$ cat src/rtl/spi_core_arbiter.sv
`default_nettype none
// ============================================================================
// Module   : spi_core_arbiter
// Function : Round-robin arbiter/sequencer sharing one spi_core packet engine.
// Revision : 1.0
// ============================================================================
module spi_core_arbiter #(
    parameter int NUM_REQ = 4,
    parameter int TIMEOUT = 1023
) (
    input  logic                  clk,
    input  logic                  reset,
    input  logic [NUM_REQ-1:0]    req,
    input  logic [32*NUM_REQ-1:0] wdata,
    output logic [NUM_REQ-1:0]    grant,
    output logic [NUM_REQ-1:0]    done,
    output logic                  err,
    output logic [31:0]           rdata,
    output logic                  busy,
    output logic                  spi_go,
    output logic [31:0]           spi_wdata,
    input  logic [31:0]           spi_rdata,
    input  logic                  spi_pack_ready
);

    localparam int              IDX_W     = $clog2(NUM_REQ);
    localparam logic [IDX_W-1:0] LAST_RST = IDX_W'(NUM_REQ - 1);
    localparam logic [15:0]     C_TIMEOUT = 16'(TIMEOUT);

    localparam logic [1:0] ST_IDLE    = 2'd0;
    localparam logic [1:0] ST_START   = 2'd1;
    localparam logic [1:0] ST_WAIT    = 2'd2;
    localparam logic [1:0] ST_RELEASE = 2'd3;

    logic [1:0]         r_state;
    logic [IDX_W-1:0]   r_last;
    logic [15:0]        r_wdog;

    logic [IDX_W-1:0]   w_winner;
    logic [IDX_W-1:0]   w_idx;
    logic [NUM_REQ-1:0] w_win_onehot;
    logic               w_found;
    int                 w_pos;

    // Scan upward from the previous winner so the last owner is considered last.
    always_comb begin
        w_winner     = r_last;
        w_win_onehot = '0;
        w_found      = 1'b0;
        w_idx        = '0;
        w_pos        = 0;
        for (int i = 1; i <= NUM_REQ; i++) begin
            w_pos = (int'(r_last) + i) % NUM_REQ;
            w_idx = IDX_W'(w_pos);
            if (!w_found && req[w_idx]) begin
                w_found             = 1'b1;
                w_winner            = w_idx;
                w_win_onehot[w_idx] = 1'b1;
            end
        end
    end

    always_ff @(posedge clk) begin
        if (reset) begin
            r_state   <= ST_IDLE;
            r_last    <= LAST_RST;
            r_wdog    <= '0;
            grant     <= '0;
            done      <= '0;
            err       <= 1'b0;
            rdata     <= '0;
            busy      <= 1'b0;
            spi_go    <= 1'b0;
            spi_wdata <= '0;
        end else begin
            done   <= '0;
            err    <= 1'b0;
            spi_go <= 1'b0;
            case (r_state)
                ST_IDLE: begin
                    if (w_found) begin
                        grant     <= w_win_onehot;
                        spi_wdata <= wdata[{w_winner, 5'b00000} +: 32];
                        r_last    <= w_winner;
                        busy      <= 1'b1;
                        r_state   <= ST_START;
                    end
                end
                ST_START: begin
                    spi_go  <= 1'b1;
                    r_wdog  <= '0;
                    r_state <= ST_WAIT;
                end
                ST_WAIT: begin
                    r_wdog <= r_wdog + 16'd1;
                    if (spi_pack_ready) begin
                        rdata   <= spi_rdata;
                        done    <= grant;
                        r_state <= ST_RELEASE;
                    end else if (r_wdog == C_TIMEOUT) begin
                        done    <= grant;
                        err     <= 1'b1;
                        r_state <= ST_RELEASE;
                    end
                end
                ST_RELEASE: begin
                    // A still-high ready would complete the next packet instantly.
                    if (!spi_pack_ready) begin
                        grant   <= '0;
                        busy    <= 1'b0;
                        r_state <= ST_IDLE;
                    end
                end
                default: r_state <= ST_IDLE;
            endcase
        end
    end

endmodule
`default_nettype wire

$ cat config.mk
export PLATFORM = sky130hd
export DESIGN_NAME = spi_core_arbiter
export DESIGN_NICKNAME = d
export VERILOG_FILES = /design/src/rtl/spi_core_arbiter.sv
export SDC_FILE = /design/constraint.sdc
export NUM_CORES = 1
export LEC_CHECK = 0
export ABC_AREA = 1
export BUFFER_PORTS_ARGS = -buffer_cell sky130_fd_sc_hd__buf_4
export CAP_MARGIN = 20
export CORE_ASPECT_RATIO = 0.5
export CORE_MARGIN = 8
export CORE_UTILIZATION = 35
export CTS_BUF_LIST = sky130_fd_sc_hd__clkbuf_16
export CTS_CLUSTER_DIAMETER = 100
export DETAILED_ROUTE_END_ITERATION = 6
export HOLD_SLACK_MARGIN = 0.05
export PLACE_DENSITY = 0.67
export SLEW_MARGIN = 15
export SYNTH_ARGS = -nofsm -noshare
export SYNTH_HDL_FRONTEND = slang
export SYNTH_SLANG_ARGS = --single-unit
$ cat constraint.sdc
create_clock -name clk -period 2.83 [get_ports clk]
set_clock_uncertainty 0.1 [all_clocks]
set_input_delay 0.4245 -clock clk [delete_from_list [all_inputs] [get_ports clk]]
set_output_delay 0.4245 -clock clk [all_outputs]
set_load 0.1 [all_outputs]
==> qor.txt, run 1 <==
Outcome: complete, no violations
Pwr Density: 1380 nW/µm²
Part of the total power dissipated in the clock network: 11.8%
Clock period minus final worst setup slack: 2.49 ns
Type of the worst setup path: flip-flop to flip-flop
Part of the cycle the worst path needs: 88.1%
Global-route wire length before repair: 29.7 mm
Post-synth top area cell: sky130_fd_sc_hd__dfxtp_1
Layout Nets: 1295
Leakage power: 4.23 nW
Hold_buf cts: 0
Actual transition at the worst max-transition pin: 0.965 ns
Type of the tightest min-delay check: input pin to flip-flop
Flops & latches, synth: 95
Syn_area_per_cell: 6.48 µm²
Setup repair after global routing missed its margin: false
Clock-pin slew on the worst setup and hold paths: 0.07 ns
Number of stages on the worst hold path: 2
Y dimension of the die: 107 µm
Top post-synthesis cells by area: sky130_fd_sc_hd__dfxtp_1 (33%), sky130_fd_sc_hd__nand2_1 (17%), sky130_fd_sc_hd__nand3_1 (11%)
Deepest clock path buffer count: 2
Relative slew slack: 35.6%
I/O pin count: 242
Largest family of logic cells by synthesized area: simple AND/OR/NAND/NOR gates
Remaining DRCs: 0
Synth Area in Compound Gates: 5.79%
Sw power: 0.00642 W
Max-cap violation count: 0
Fraction of power spent switching nets: 57.8%
Total setup violations reported at the end of the flow: 0
Initial core utilization: 35.7%
Peak fanout along the critical path: 26
Multi-input logic area: 3320 µm²
Master cell of the clock root buffer: sky130_fd_sc_hd__clkbuf_16
Netlist cell types: 43
Startpoint of the worst hold path: spi_pack_ready
Sum of overflow across all layers after global routing: 0
Crit Reg-Reg Startpoint: r_last[0]$_SDFFE_PP1P_
Fill cell instance count of the final layout: 1715
Post CTS Setup Buffer Count: 0
Final antenna diode count: 0
Final max-slew violation count: 0
Kind of start point of the critical path: flip-flop
Share of synthesized flip-flops with an asynchronous set or reset: 0%
EDFF count, synth: 0
Later-pin clock latency in the skew report: 0.35 ns
Share of post-route cells with drive strength above 1: 29.4%
Top flip-flop cell by instance count after synthesis: sky130_fd_sc_hd__dfxtp_1
TritonCTS clock tree: done
Post-synthesis net count: 1077
Fraction of the mapped netlist area in simple logic gates: 48.0%
First-pass DRT Iterations: 4
Part of the power in combinational logic: 71.5%
Achievable clock frequency: 401 MHz
Width of the chip: 198 µm
Number of instances resized during post-cts repair: 0
Vias in the first global route: 6217
# H-tree levels: 3
Worst setup path start: r_last[0]$_SDFFE_PP1P_
Sort of element at the end of the critical path: flip-flop
Most common library cell in the layout ignoring fill and taps: sky130_fd_sc_hd__nand2_1
Count of standard-cell rows: 33
Int Pwr: 0.00469 W
Total routed wirelength: 18.4 mm
Final Wtd Congestion: 0.923
Cts bufs inserted: 9
Top library cells by usage in the layout, fill and taps aside: sky130_fd_sc_hd__nand2_1 (260), sky130_fd_sc_hd__buf_4 (254), sky130_fd_sc_hd__nor2_1 (157)
Number of nets with antenna violations after detailed routing: 0
Core outline area: 16300 µm²
Worst R2R Path Depth: 15
Sinks on the clock net: 95
Share of synthesized cell area in full adder, half adder and majority cells: 2.80%
Total number of vias: 6328
Final Hold Fails: 0
Wire length per cell: 13.7 µm
Maximum number of pins on one net before global-route repair: 42
Required time at the worst-slack endpoint: 3.02 ns
Vias per Instance: 4.70
Post-place instance area: 7740 µm²
Number of antenna violations at the first check in global routing: 0
Parity-gate share of the synthesized area counting xor and xnor cells: 0.452%
Maximum VDD drop: 0.000690 V
Post-detailed-placement half-perimeter wirelength: 14.2 mm
Aggregate global-route resource usage: 16.8%
DIE AREA: 21300 µm²
Area overhead of the layout relative to synthesis: 38.5%
Synthesized area: 5820 µm²
Sequential cell area: 1900 µm²
Number of warnings printed during yosys synthesis: 0
Arrival time at the worst endpoint: 2.68 ns
PortBufs: 241
Sequential area share after synthesis: 32.7%
Post-Layout Inst Area: 8060 µm²
Top cell type's share of synthesized area: 32.7%
Setup_tns: 0 ns
Share of power burned in registers: 16.7%
Violation count after the first detailed-route iteration: 330
Synthesized netlist cell count: 897
Proportion of synthesized area in mux cells: 0%
## sequential cells by signal, summed over array words and instances, names as in the netlist
name       flops
r_last         2
spi_go         1
rdata         32
grant          4
busy           1
r_wdog        16
r_state        2
done           4
err            1
spi_wdata     32
## cells in the mapped netlist, drive strengths merged, types with 2 or more instances
library cell,count
nor2,164
clkbuf,13
nand4,7
clkinv,2
buf,38
inv,61
a21oi,15
nor3,6
ha,13
nand3,146
dfxtp,95
nand2,280
xor2,2
o21ai,41
nor4,3
## area by class of cell
| type | instances | area share [%] |
|---|---|---|
| Clock inverter | 7 | 1.18 |
| Timing Repair Buffer | 258 | 24.7 |
| Tap cell | 227 | 3.53 |
| Clock buffer | 9 | 2.80 |
| Sequential cell | 95 | 23.6 |
| Multi-Input combinational cell | 688 | 41.2 |
| Inverter | 63 | 3.08 |
## path summary, 6_finish.rpt
path / endpoint / slack, ns
worst max register to register: spi_wdata[21]$_SDFFE_PP0P_ / 0.34
worst min register to register: done[1]$_SDFF_PP0_ / 0.37
worst max-delay path: spi_wdata[21]$_SDFFE_PP0P_ / 0.34
worst min-delay path: err$_SDFF_PP0_ / 0.20
## critical path, cell delays in order (launching register included)
cell and delay (ns):
sky130_fd_sc_hd__dfxtp_1 0.44, sky130_fd_sc_hd__inv_8 0.09, sky130_fd_sc_hd__ha_1 0.42, sky130_fd_sc_hd__inv_1 0.14
sky130_fd_sc_hd__nand2_4 0.12, sky130_fd_sc_hd__nand2_8 0.09, sky130_fd_sc_hd__inv_4 0.09, sky130_fd_sc_hd__nand2_2 0.07
sky130_fd_sc_hd__nand2_4 0.10, sky130_fd_sc_hd__buf_4 0.30, sky130_fd_sc_hd__nand3_1 0.13, sky130_fd_sc_hd__nand2_1 0.09
sky130_fd_sc_hd__nand2_1 0.05, sky130_fd_sc_hd__nand3_1 0.09, sky130_fd_sc_hd__nand2_1 0.05, sky130_fd_sc_hd__inv_1 0.04
## power groups by stage
stage	Combinational [W]	Clock, W	Sequential (W)
6_report	0.00794	0.00131	0.00185
5_1_grt	0.00879	0.00141	0.00190
4_1_cts	0.00800	0.00135	0.00186
3_5_place_dp	0.00798	0	0.00188
3_3_place_gp	0.00789	0	0.00188
2_1_floorplan	0.00458	0	0.00384
## through the flow
step	hold slack (ns)	power, W	setup WS [ns]	utilization, %	std cells
final	0.203	0.0111	0.338	49.4	1347
after global routing	0.195	0.0121	0.0927	49.4	1347
after CTS	0.189	0.0112	0.323	49.4	1347
after detailed placement	0.355	0.00987	0.347	47.4	1331
after global placement	0.352	0.00976	0.385	47.4	1331
after floorplan	0.338	0.00842	0.501	-	897
## cells by family (layout without fill, tap and decap cells)
family / Yosys count / in the layout
AO/OA/AOI/OAI: 62 / 62
AND/OR/NAND/NOR: 610 / 610
buffers and inverters: 114 / 337
adder cells (fa/ha/maj): 13 / 13
XOR/XNOR: 3 / 3
flip-flops: 95 / 95
## per-layer routing
| layer | up-vias | track usage [%] | share of wire (%) |
|---|---|---|---|
| met2 | 155 | 30.3 | 50 |
| met4 | 0 | 4.98 | 1.9 |
| met3 | 20 | 5.53 | 7.4 |
| met1 | 2867 | 18.7 | 41 |
| met5 | - | 0 | 0 |
| li1 | 3286 | - | - |
Power figures use the tool's default switching activity.
==> run 2, diff against run 1 <==
--- a/config.mk
+++ b/config.mk
@@ -9,7 +9,6 @@
 export BUFFER_PORTS_ARGS = -buffer_cell sky130_fd_sc_hd__buf_4
 export CAP_MARGIN = 20
 export CORE_ASPECT_RATIO = 0.5
-export CORE_MARGIN = 8
 export CORE_UTILIZATION = 35
 export CTS_BUF_LIST = sky130_fd_sc_hd__clkbuf_16
 export CTS_CLUSTER_DIAMETER = 100
==> qor.txt, run 2 (same netlist as run 1, synthesis figures left out) <==
Outcome: complete, no violations
Relative slew slack: 65.2% (+30 points)
Type of the tightest min-delay check: input pin to flip-flop
Sort of element at the end of the critical path: flip-flop
Initial core utilization: 36.8% (+1.1 points)
Type of the worst setup path: flip-flop to flip-flop
Crit Reg-Reg Startpoint: r_last[0]$_SDFFE_PP1P_
Final Hold Fails: 0 (unchanged)
TritonCTS clock tree: done
Registers with the highest flip-flop counts: rdata (32), spi_wdata (32), r_wdog (16)
Required time at the worst-slack endpoint: 3.01 ns (about the same)
Leakage power: 4.20 nW (-0.56%)
I/O pin count: 242 (unchanged)
Final max-slew violation count: 0 (unchanged)
Later-pin clock latency in the skew report: 0.34 ns (about the same)
Number of instances resized during post-cts repair: 0 (unchanged)
Peak fanout along the critical path: 36 (+38%)
Arrival time at the worst endpoint: 2.76 ns (+0.08 ns)
Actual transition at the worst max-transition pin: 0.517 ns (-0.448 ns)
Width of the chip: 184 µm (-7.1%)
Sum of overflow across all layers after global routing: 0 (unchanged)
Total number of vias: 6292 (-0.57%)
Share of post-route cells with drive strength above 1: 29.3% (-0.089 points)
R2R Setup Slk: 0.25 ns (-0.08 ns)
Post-detailed-placement half-perimeter wirelength: 12.1 mm (-14%)
Global-route wire length before repair: 27.2 mm (-8.3%)
Violation count after the first detailed-route iteration: 318 (-3.6%)
Startpoint of the worst hold path: spi_pack_ready
Bufs and invs on worst path: 5 (unchanged)
Max-cap violation count: 0 (unchanged)
Aggregate global-route resource usage: 19.6% (+2.8 points)
Master cell of the clock root buffer: sky130_fd_sc_hd__clkbuf_16
Final antenna diode count: 0 (unchanged)
Number of stages on the worst hold path: 2 (unchanged)
Setup_tns: 0 ns (unchanged)
Number of antenna violations at the first check in global routing: 0 (unchanged)
End of the worst register-to-register path: spi_wdata[22]$_SDFFE_PP0P_
Number of nets with antenna violations after detailed routing: 0 (unchanged)
Remaining DRCs: 0 (unchanged)
Cts bufs inserted: 9 (unchanged)
Clock period minus final worst setup slack: 2.58 ns (+0.0843 ns)
Total routed wirelength: 16.9 mm (-8.4%)
Core outline area: 15800 µm² (-3.0%)
Total setup violations reported at the end of the flow: 0 (unchanged)
DIE AREA: 17200 µm² (-19%)
# H-tree levels: 3 (unchanged)
Most common library cell in the layout ignoring fill and taps: sky130_fd_sc_hd__nand2_1
Family with the most delay on the worst path: simple AND/OR/NAND/NOR gates
Part of the cycle the worst path needs: 91.0% (+3.0 points)
Pwr Density: 1370 nW/µm² (-0.79%)
Worst hold slack: 0.210 ns (+0.00678 ns)
Hold_buf cts: 0 (unchanged)
Slowest stage cell on the critical path: sky130_fd_sc_hd__dfxtp_1
Count of standard-cell rows: 32 (-3.0%)
Area overhead of the layout relative to synthesis: 37.4%
Setup repair after global routing missed its margin: false
Layout Nets: 1295 (unchanged)
Top library cells by usage in the layout, fill and taps aside: sky130_fd_sc_hd__nand2_1 (260), sky130_fd_sc_hd__buf_4 (257), sky130_fd_sc_hd__nor2_1 (157)
Final Wtd Congestion: 0.860 (-6.8%)
Vias in the first global route: 5905 (-5.0%)
Wire length per cell: 12.6 µm (-8.0%)
Maximum number of pins on one net before global-route repair: 67 (+60%)
Clock-pin slew on the worst setup and hold paths: 0.08 ns (about the same)
Most numerous cell on the critical path: sky130_fd_sc_hd__nand2_1
Achievable clock frequency: 388 MHz (-3.3%)
PortBufs: 241 (unchanged)
Y dimension of the die: 93.2 µm (-13%)
Vias per Instance: 4.69 (-0.12%)
Sinks on the clock net: 95 (unchanged)
Post CTS Setup Buffer Count: 0 (unchanged)
Maximum VDD drop: 0.000764 V (+11%)
Fill cell instance count of the final layout: 1560 (-9.0%)
Kind of start point of the critical path: flip-flop
Critical Path Max Stage Delay: 0.43 ns (about the same)
First-pass DRT Iterations: 5 (+1)
Cells along the critical path: inv_8, ha_1, inv_1, nand2_4, nand2_8, inv_4, nand2_2, nand2_4, buf_4, nand3_1, nand2_1, nand2_1, nand3_1, nand2_1, inv_1
Worst R2R Path Depth: 15 (unchanged)
Deepest clock path buffer count: 2 (unchanged)
Terminating pin of the worst hold path: err$_SDFF_PP0_
Core utilization of the finished layout: 50.5% (+1.1 points)
[run 2: layer usage]
layer,share of wire (%),track usage [%],vias to the layer above
li1,-,-,3276
met1,44,22.8,2810
met2,49,35.4,186
met3,6.2,4.87,20
met4,1.6,6.04,0
met5,0,0,-
[run 2: worst max path at each step]
stage                                       endpoint              startpoint  cells after the start  slack, ns
after global placement     spi_wdata[7]$_SDFFE_PP0P_  r_last[0]$_SDFFE_PP1P_                     14       0.29
final                     spi_wdata[22]$_SDFFE_PP0P_  r_last[0]$_SDFFE_PP1P_                     15       0.25
after global routing      spi_wdata[31]$_SDFFE_PP0P_  r_last[0]$_SDFFE_PP1P_                     15       0.02
after CTS                  spi_wdata[7]$_SDFFE_PP0P_  r_last[0]$_SDFFE_PP1P_                     14       0.17
after detailed placement   spi_wdata[7]$_SDFFE_PP0P_  r_last[0]$_SDFFE_PP1P_                     14       0.19
after floorplan            spi_wdata[2]$_SDFFE_PP0P_  r_last[1]$_SDFFE_PP1P_                     14       0.50
[run 2: area by class of cell]
cell class | instances | area, µm² | area share (%)
sequential | 95 | 1900 | 23.8
tap | 221 | 277 | 3.46
clock buffer | 9 | 225 | 2.82
multi-input combinational | 688 | 3320 | 41.5
clock inverter | 7 | 71.3 | 0.892
timing repair buffer | 258 | 1950 | 24.4
inverter | 63 | 248 | 3.10
[run 2: metrics by stage]
stage / cell area, µm² / setup WS (ns) / std cells / power, W
2_1_floorplan: 5820 / 0.501 / 897 / 0.00842
3_3_place_gp: 7690 / 0.292 / 1325 / 0.00967
3_5_place_dp: 7690 / 0.194 / 1325 / 0.00975
4_1_cts: 7990 / 0.175 / 1341 / 0.0110
5_1_grt: 7990 / 0.0208 / 1341 / 0.0119
6_report: 7990 / 0.254 / 1341 / 0.0109
[run 2: power breakdown]
| group | internal (W) | switching, W |
|---|---|---|
| clock network | 0.000626 | 0.000586 |
| registers | 0.00167 | 0.000196 |
| logic | 0.00221 | 0.00564 |
| total | 0.00450 | 0.00643 |
